===== src/rtl/mmio_ctrl_pkg.sv =====
// Shared definitions for the MMIO controller: region select, register map,
// TX buffer state encoding and the decoded-access struct.
package mmio_ctrl_pkg;
  localparam logic [1:0] IO_REGION_DEF = 2'b10;

  localparam logic [7:0] OFF_STATUS = 8'h00;
  localparam logic [7:0] OFF_RX     = 8'h04;
  localparam logic [7:0] OFF_TX     = 8'h08;
  localparam logic [7:0] OFF_CYC    = 8'h10;
  localparam logic [7:0] OFF_INSTR  = 8'h14;
  localparam logic [7:0] OFF_CLR    = 8'h18;

  typedef enum logic {
    TX_IDLE = 1'b0,
    TX_PEND = 1'b1
  } tx_state_t;

  typedef struct packed {
    logic       rd;
    logic       wr;
    logic [7:0] off;
  } mmio_req_t;

  // Accesses outside the IO region are squashed here so nothing downstream acts on them.
  function automatic mmio_req_t decode(input logic [31:0] addr, input logic we,
                                       input logic re, input logic [1:0] region);
    mmio_req_t r;
    r.rd  = re && (addr[31:30] == region);
    r.wr  = we && (addr[31:30] == region);
    r.off = addr[7:0];
    return r;
  endfunction
endpackage


===== src/rtl/mmio_ctrl_if.sv =====
// Load/store port between the pipeline's memory stage and the MMIO block.
interface mmio_ctrl_if;
  logic [31:0] addr;
  logic [31:0] wdata;
  logic        we;
  logic        re;
  logic [31:0] rdata;

  modport master (output addr, wdata, we, re, input rdata);
  modport slave  (input addr, wdata, we, re, output rdata);
endinterface


===== src/rtl/mmio_ctrl_perf_counter.sv =====
// Free-running wrap-around event counter with synchronous clear.
module perf_counter #(
  parameter int CNT_W = 32
) (
  input  logic             clk,
  input  logic             rst_n,
  input  logic             inc,
  input  logic             clr,
  output logic [CNT_W-1:0] cnt
);
  // Clear has priority so a clear on an active cycle still lands at zero.
  always_ff @(posedge clk or negedge rst_n) begin
    if (!rst_n)   cnt <= '0;
    else if (clr) cnt <= '0;
    else if (inc) cnt <= cnt + CNT_W'(1);
  end
endmodule


===== src/rtl/mmio_ctrl.sv =====
// Memory-mapped IO block: UART RX/TX registers plus cycle and retired-instruction
// counters, read back with one cycle of latency.
module mmio_ctrl
  import mmio_ctrl_pkg::*;
#(
  parameter int         CNT_W     = 32,
  parameter logic [1:0] IO_REGION = IO_REGION_DEF
) (
  input  logic        clk,
  input  logic        rst_n,
  mmio_ctrl_if.slave  bus,
  input  logic        instr_valid,
  input  logic        uart_rx_valid,
  input  logic [7:0]  uart_rx_data,
  output logic        uart_rx_ready,
  output logic        uart_tx_valid,
  output logic [7:0]  uart_tx_data,
  input  logic        uart_tx_ready
);
  mmio_req_t        req;
  tx_state_t        tx_state_q, tx_state_d;
  logic [7:0]       tx_data_d;
  logic [31:0]      rd_val, rdata_q;
  logic [CNT_W-1:0] cyc_cnt, instr_cnt;
  logic             cnt_clr, tx_free;

  assign req     = decode(bus.addr, bus.we, bus.re, IO_REGION);
  assign cnt_clr = req.wr && (req.off == OFF_CLR);
  assign tx_free = (tx_state_q == TX_IDLE);

  perf_counter #(.CNT_W(CNT_W)) u_cyc (
    .clk(clk), .rst_n(rst_n), .inc(1'b1), .clr(cnt_clr), .cnt(cyc_cnt)
  );
  perf_counter #(.CNT_W(CNT_W)) u_instr (
    .clk(clk), .rst_n(rst_n), .inc(instr_valid), .clr(cnt_clr), .cnt(instr_cnt)
  );

  always_comb begin
    rd_val = '0;
    case (req.off)
      OFF_STATUS: rd_val = {30'b0, uart_rx_valid, tx_free};
      OFF_RX:     rd_val = uart_rx_valid ? {24'b0, uart_rx_data} : 32'b0;
      OFF_CYC:    rd_val = 32'(cyc_cnt);
      OFF_INSTR:  rd_val = 32'(instr_cnt);
      default:    rd_val = '0;
    endcase
  end

  // rdata only moves on a load; an out-of-region load returns zero.
  always_ff @(posedge clk or negedge rst_n) begin
    if (!rst_n) begin
      rdata_q       <= '0;
      uart_rx_ready <= 1'b0;
    end else begin
      if (bus.re) rdata_q <= req.rd ? rd_val : 32'b0;
      uart_rx_ready <= req.rd && (req.off == OFF_RX) && uart_rx_valid;
    end
  end

  assign bus.rdata = rdata_q;

  always_ff @(posedge clk or negedge rst_n) begin
    if (!rst_n) begin
      tx_state_q   <= TX_IDLE;
      uart_tx_data <= '0;
    end else begin
      tx_state_q   <= tx_state_d;
      uart_tx_data <= tx_data_d;
    end
  end

  // A store to the TX register while a byte is pending is dropped.
  always_comb begin
    tx_state_d = tx_state_q;
    tx_data_d  = uart_tx_data;
    case (tx_state_q)
      TX_IDLE: if (req.wr && (req.off == OFF_TX)) begin
        tx_state_d = TX_PEND;
        tx_data_d  = bus.wdata[7:0];
      end
      TX_PEND: if (uart_tx_ready) tx_state_d = TX_IDLE;
      default: tx_state_d = TX_IDLE;
    endcase
  end

  assign uart_tx_valid = (tx_state_q == TX_PEND);
endmodule


===== src/flat_wrapper.sv =====
// flat-port wrapper written by rule: the top's interface ports become plain ports
module mmio_ctrl_flat import mmio_ctrl_pkg::*;
#(
  parameter int         CNT_W     = 32,
  parameter logic [1:0] IO_REGION = IO_REGION_DEF
)
  (clk, rst_n, instr_valid, uart_rx_valid, uart_rx_data, uart_rx_ready, uart_tx_valid, uart_tx_data, uart_tx_ready, bus_addr, bus_wdata, bus_we, bus_re, bus_rdata);
  mmio_ctrl_if bus_i ();
  input  logic clk;
  input  logic rst_n;
  input  logic instr_valid;
  input  logic uart_rx_valid;
  input  logic [7:0] uart_rx_data;
  output logic uart_rx_ready;
  output logic uart_tx_valid;
  output logic [7:0] uart_tx_data;
  input  logic uart_tx_ready;
  input wire logic [$bits(bus_i.addr)-1:0] bus_addr;
  input wire logic [$bits(bus_i.wdata)-1:0] bus_wdata;
  input wire logic [$bits(bus_i.we)-1:0] bus_we;
  input wire logic [$bits(bus_i.re)-1:0] bus_re;
  output wire logic [$bits(bus_i.rdata)-1:0] bus_rdata;
  assign bus_i.addr = bus_addr;
  assign bus_i.wdata = bus_wdata;
  assign bus_i.we = bus_we;
  assign bus_i.re = bus_re;
  assign bus_rdata = bus_i.rdata;
  mmio_ctrl #(.CNT_W(CNT_W), .IO_REGION(IO_REGION)) u_core (.clk(clk), .rst_n(rst_n), .bus(bus_i), .instr_valid(instr_valid), .uart_rx_valid(uart_rx_valid), .uart_rx_data(uart_rx_data), .uart_rx_ready(uart_rx_ready), .uart_tx_valid(uart_tx_valid), .uart_tx_data(uart_tx_data), .uart_tx_ready(uart_tx_ready));
endmodule

===== config.mk =====
export PLATFORM = sky130hd
export DESIGN_NAME = mmio_ctrl_flat
export DESIGN_NICKNAME = d
export VERILOG_FILES = /design/src/rtl/mmio_ctrl_pkg.sv /design/src/rtl/mmio_ctrl_if.sv /design/src/rtl/mmio_ctrl_perf_counter.sv /design/src/rtl/mmio_ctrl.sv /design/src/flat_wrapper.sv
export SDC_FILE = /design/constraint.sdc
export NUM_CORES = 1
export LEC_CHECK = 0
export BUFFER_PORTS_ARGS = -buffer_cell sky130_fd_sc_hd__buf_2
export CAP_MARGIN = 20
export CORE_MARGIN = 2
export CORE_UTILIZATION = 40
export DETAILED_ROUTE_END_ITERATION = 8
export PLACE_DENSITY = 0.65
export SETUP_SLACK_MARGIN = 0.5
export SLEW_MARGIN = 20
export SYNTH_ARGS = -nofsm -noshare
export SYNTH_HDL_FRONTEND = slang
export SYNTH_SLANG_ARGS = --single-unit

===== constraint.sdc =====
create_clock -name clk -period 1.9 [get_ports clk]
set_input_delay 0.095 -clock clk [delete_from_list [all_inputs] [get_ports clk]]
set_output_delay 0.095 -clock clk [all_outputs]
set_load 0.005 [all_outputs]

==> impl_results.rst <==
.. list-table::
   :header-rows: 1

   * - Metric
     - Value
   * - Run status
     - finished, violations left
   * - Violations in the final reports
     - setup timing
   * - Setup crit start kind
     - flop
   * - Share of the synthesized netlist area taken by xor and xnor gates
     - 3.41%
   * - Synthesized netlist cell count
     - 546
   * - Critical path required time
     - 2.17 ns
   * - Crit path top cell by count
     - or4_4
   * - Largest family of logic cells by synthesized area
     - simple AND/OR/NAND/NOR gates
   * - Remaining number of nets flagged by the antenna check after routing
     - 0
   * - Starting Density
     - 40.8%
   * - Setup slack at placement
     - -0.0226 ns
   * - Floorplan row count
     - 42
   * - Die outline area
     - 14400 µm²
   * - Final core utilization
     - 58.5%
   * - Peak clock frequency supported by timing
     - 523 MHz
   * - Cell at the root of the clock tree
     - clkbuf_16
   * - # placed instances
     - 844
   * - TritonCTS clock tree
     - done
   * - Number of flops mapped to enable cells by yosys
     - 0
   * - Final WL
     - 16200 µm
   * - Final worst clock skew
     - 0.00687 ns
   * - Count of final max-slew check failures
     - 0
   * - Sinks on Clock Net
     - 106
   * - Total non-filler cell area in the finished layout
     - 7710 µm²
   * - Highest net fanout along the worst path
     - 7
   * - Synth area leaders
     - dfrtp_1 (49%), mux2i_1 (5.4%), o22ai_1 (3.6%)
   * - Crit path max-delay family
     - simple AND/OR/NAND/NOR gates
   * - Synth warnings
     - 0
   * - DR pass1 iterations
     - 5
   * - Cell internal power dissipation
     - 4.23 mW
   * - Commonest cells after routing, fill and taps aside
     - dfrtp_1 (104), buf_4 (86), buf_2 (73)
   * - Core outline area
     - 13200 µm²
   * - I/O Buffers
     - 74
   * - Final Non-Filler Cells
     - 903
   * - Unique masters post-synth
     - 48
   * - Worst-case headroom to the max-slew limit
     - 63.6%
   * - Share of the synthesized area in the top cell type
     - 49.2%
   * - Register bit total from synthesis
     - 106
   * - # IOs
     - 121
   * - Area growth from synthesis to final layout
     - 43.2%
   * - Fillers
     - 1168
   * - Post-synthesis net count
     - 627
   * - Mean post-synth cell area
     - 9.87 µm²
   * - Tot GR Track Use
     - 22.6%
   * - Area after DPL
     - 6520 µm²
   * - Number of remaining DRC errors
     - 0
   * - Standard cell with the maximum stage delay on the critical path
     - or4_4
   * - Async S/R FF share, synth
     - 100%
   * - Max capacitance violation total
     - 0
   * - Vias in the first global route
     - 5257
   * - Share of cell area taken by muxes after synthesis
     - 7.27%
   * - Type of element capturing the critical path
     - flop
   * - Final GP Congestion
     - 0.850
   * - Routed len/inst
     - 17.9 µm
   * - Worst vdd ir
     - 0.000515 V
   * - Diode insertion count for antenna repair
     - 0
   * - Top_reg_cell synth
     - dfrtp_1
   * - Share of total power in sequential cells
     - 44.1%
   * - Synth Area in Compound Gates
     - 13.9%
   * - Share of power burned in combinational logic
     - 21.7%
   * - Flip-flop and latch area
     - 2660 µm²
   * - Crit path setup slack, layout
     - -0.0133 ns
   * - Pin count of the biggest net entering global routing
     - 57
   * - Clock period minus worst slack
     - 1.91 ns
   * - Unrepaired setup endpoints after global routing
     - yes
   * - Depth of the CTS H-tree
     - 3
   * - Proportion of total power due to net switching
     - 27.6%
   * - Number of violations reported at the end of detailed-routing iteration 0
     - 282
   * - Final nets
     - 803
   * - Share of post-route cells with drive strength above 1
     - 41.5%
   * - Global-route wire length before repair
     - 25900 µm
   * - Leakage power
     - 3.59 nW
   * - Post-synthesis instance area
     - 5390 µm²
   * - Via count normalized by instance count
     - 5.59
   * - Final worst-path cycle share
     - 101%
   * - Leading area contributor after synthesis
     - dfrtp_1
   * - Die Ht
     - 120 µm
   * - Clock power share
     - 34.2%
   * - Sequential share of the synthesized area
     - 49.2%
   * - Leading cell type in the layout, fill and taps excluded
     - dfrtp_1
   * - Clk Latency, worst-skew pair
     - 0.35 ns
   * - Number of vias in the routed layout
     - 5052
   * - Initial antenna violation count
     - 0
   * - Critical Setup Path Class
     - flop to flop
   * - Hold Vio Cnt, Final
     - 0
   * - Tightest Pin Transition
     - 0.545 ns
   * - Buffering stage count on the worst path with inverters included
     - 1
   * - Cells traversed along the worst timing path
     - ha_2, nand4_1, or4_4, buf_6, or4_4, a21oi_2
   * - Placed wire-length estimate
     - 10500 µm
   * - Sum of overflow across all layers after global routing
     - 0
   * - Synthesized-area fraction occupied by adder cells
     - 0.465%
   * - Total area of multi-input combinational cells
     - 2910 µm²
   * - Maximum buffer depth of the clock tree
     - 2
   * - Net Switching
     - 1.61 mW
   * - Arr. time, crit path
     - 2.19 ns
   * - Areal power density over the cells
     - 757 nW/µm²
   * - Endpoints failing setup
     - 4
   * - Highest cell delay on the worst timing path
     - 0.46 ns
   * - Reg clk slew, reported paths
     - 0.07 ns
   * - Die width
     - 120 µm
   * - TritonCTS buffer count
     - 9
   * - Post-Synth Simple-Gate Area
     - 19.4%
   * - Min Hold Slack
     - 0.0956 ns
   * - Class of the worst hold path
     - input pin to flop
[what timing repair did]
item,4_1_cts,5_1_grt
endpoints found under the setup margin,46,57
pin swaps,43,26
hold buffers,10,0
cloned,3,0
gates resized for setup,61,60
setup buffers,19,11
hold endpoints to repair,47,0
[sequential cells by signal, summed over array words and instances (netlist names)]
signal / flops
u_core.uart_tx_data: 8
u_core.uart_tx_valid: 1
u_core.bus.rdata: 32
u_core.u_instr.cnt: 32
u_core.u_cyc.cnt: 32
u_core.uart_rx_ready: 1
[worst paths after layout]
kind / start / to / slack [ns] / cells past startpoint
worst max-delay path: u_core.u_cyc.cnt[1]$_DFF_PN0_ / u_core.u_cyc.cnt[22]$_DFF_PN0_ / -0.01 / 6
worst min-delay path: bus_addr[2] / u_core.bus.rdata[1]$_DFFE_PN0P_ / 0.1 / 4
worst max register to register: u_core.u_cyc.cnt[1]$_DFF_PN0_ / u_core.u_cyc.cnt[22]$_DFF_PN0_ / -0.01 / 6
worst min register to register: u_core.uart_tx_data[7]$_DFFE_PN0P_ / u_core.uart_tx_data[7]$_DFFE_PN0P_ / 0.51 / 1
max in group asynchronous: rst_n / u_core.u_instr.cnt[3]$_DFFE_PN0P_ / 0.92 / 3
min in group asynchronous: rst_n / u_core.u_cyc.cnt[24]$_DFF_PN0_ / 0.27 / 2
[synth_stat cells (all sizes together) (5+ instances only)]
| master | instances |
|---|---|
| a21oi | 34 |
| a22o | 5 |
| a22oi | 6 |
| and2 | 6 |
| and3 | 7 |
| and4 | 8 |
| buf | 11 |
| clkbuf | 20 |
| dfrtp | 106 |
| inv | 47 |
| mux2 | 9 |
| mux2i | 29 |
| nand2 | 32 |
| nand3 | 20 |
| nand4 | 24 |
| nor2 | 27 |
| nor4 | 9 |
| o21ai | 14 |
| o22ai | 31 |
| o31ai | 18 |
| or3 | 12 |
| or4 | 24 |
| xnor2 | 9 |
| xor2 | 12 |
[area by class of cell]
type | instances | area share, %
flip-flops and latches | 106 | 34.4
inverters | 47 | 2.29
clock buffers | 12 | 3.07
multi-input cells | 363 | 37.8
clock inverters | 4 | 0.989
repair buffers | 195 | 18.6
well taps | 176 | 2.85
[metal layers]
metal  routed length [µm]  part of all wire, %  global-route usage, %
met3                  733                  4.5                   4.61
met5                    0                    0                      0
met4                  378                  2.3                   6.84
met1                 6780                   42                   27.6
met2                 8270                   51                   40.0
[power groups by stage]
stage / logic [mW] / clock network, mW / registers, mW
floorplan: 0.489 / 0 / 2.61
global placement: 0.952 / 0 / 2.60
detailed placement: 0.986 / 0 / 2.61
CTS: 1.16 / 2.03 / 2.57
global route: 1.37 / 2.13 / 2.60
finish: 1.26 / 2.00 / 2.58
[through the flow]
step / TNS, ns / power, mW
after floorplan: 0 / 3.10
after global placement: 0 / 3.55
final: -0.0257 / 5.84
after detailed placement: -0.0780 / 3.59
after global routing: -1.14 / 6.10
after CTS: -0.000224 / 5.75
[cells by family (layout without fill, tap and decap cells)]
kind of cell | count (synthesis) | after routing
compound gates | 119 | 119
xor+xnor | 21 | 21
fa+ha+maj | 2 | 2
buf+inv | 78 | 258
flops | 106 | 106
mux | 38 | 38
simple gates | 182 | 183
[worst min-delay path, stage by stage]
cell      delay, ns
buf_2          0.12
nand2_1        0.06
o221ai_1       0.07
o22ai_1        0.07
Power figures use the tool's default switching activity.
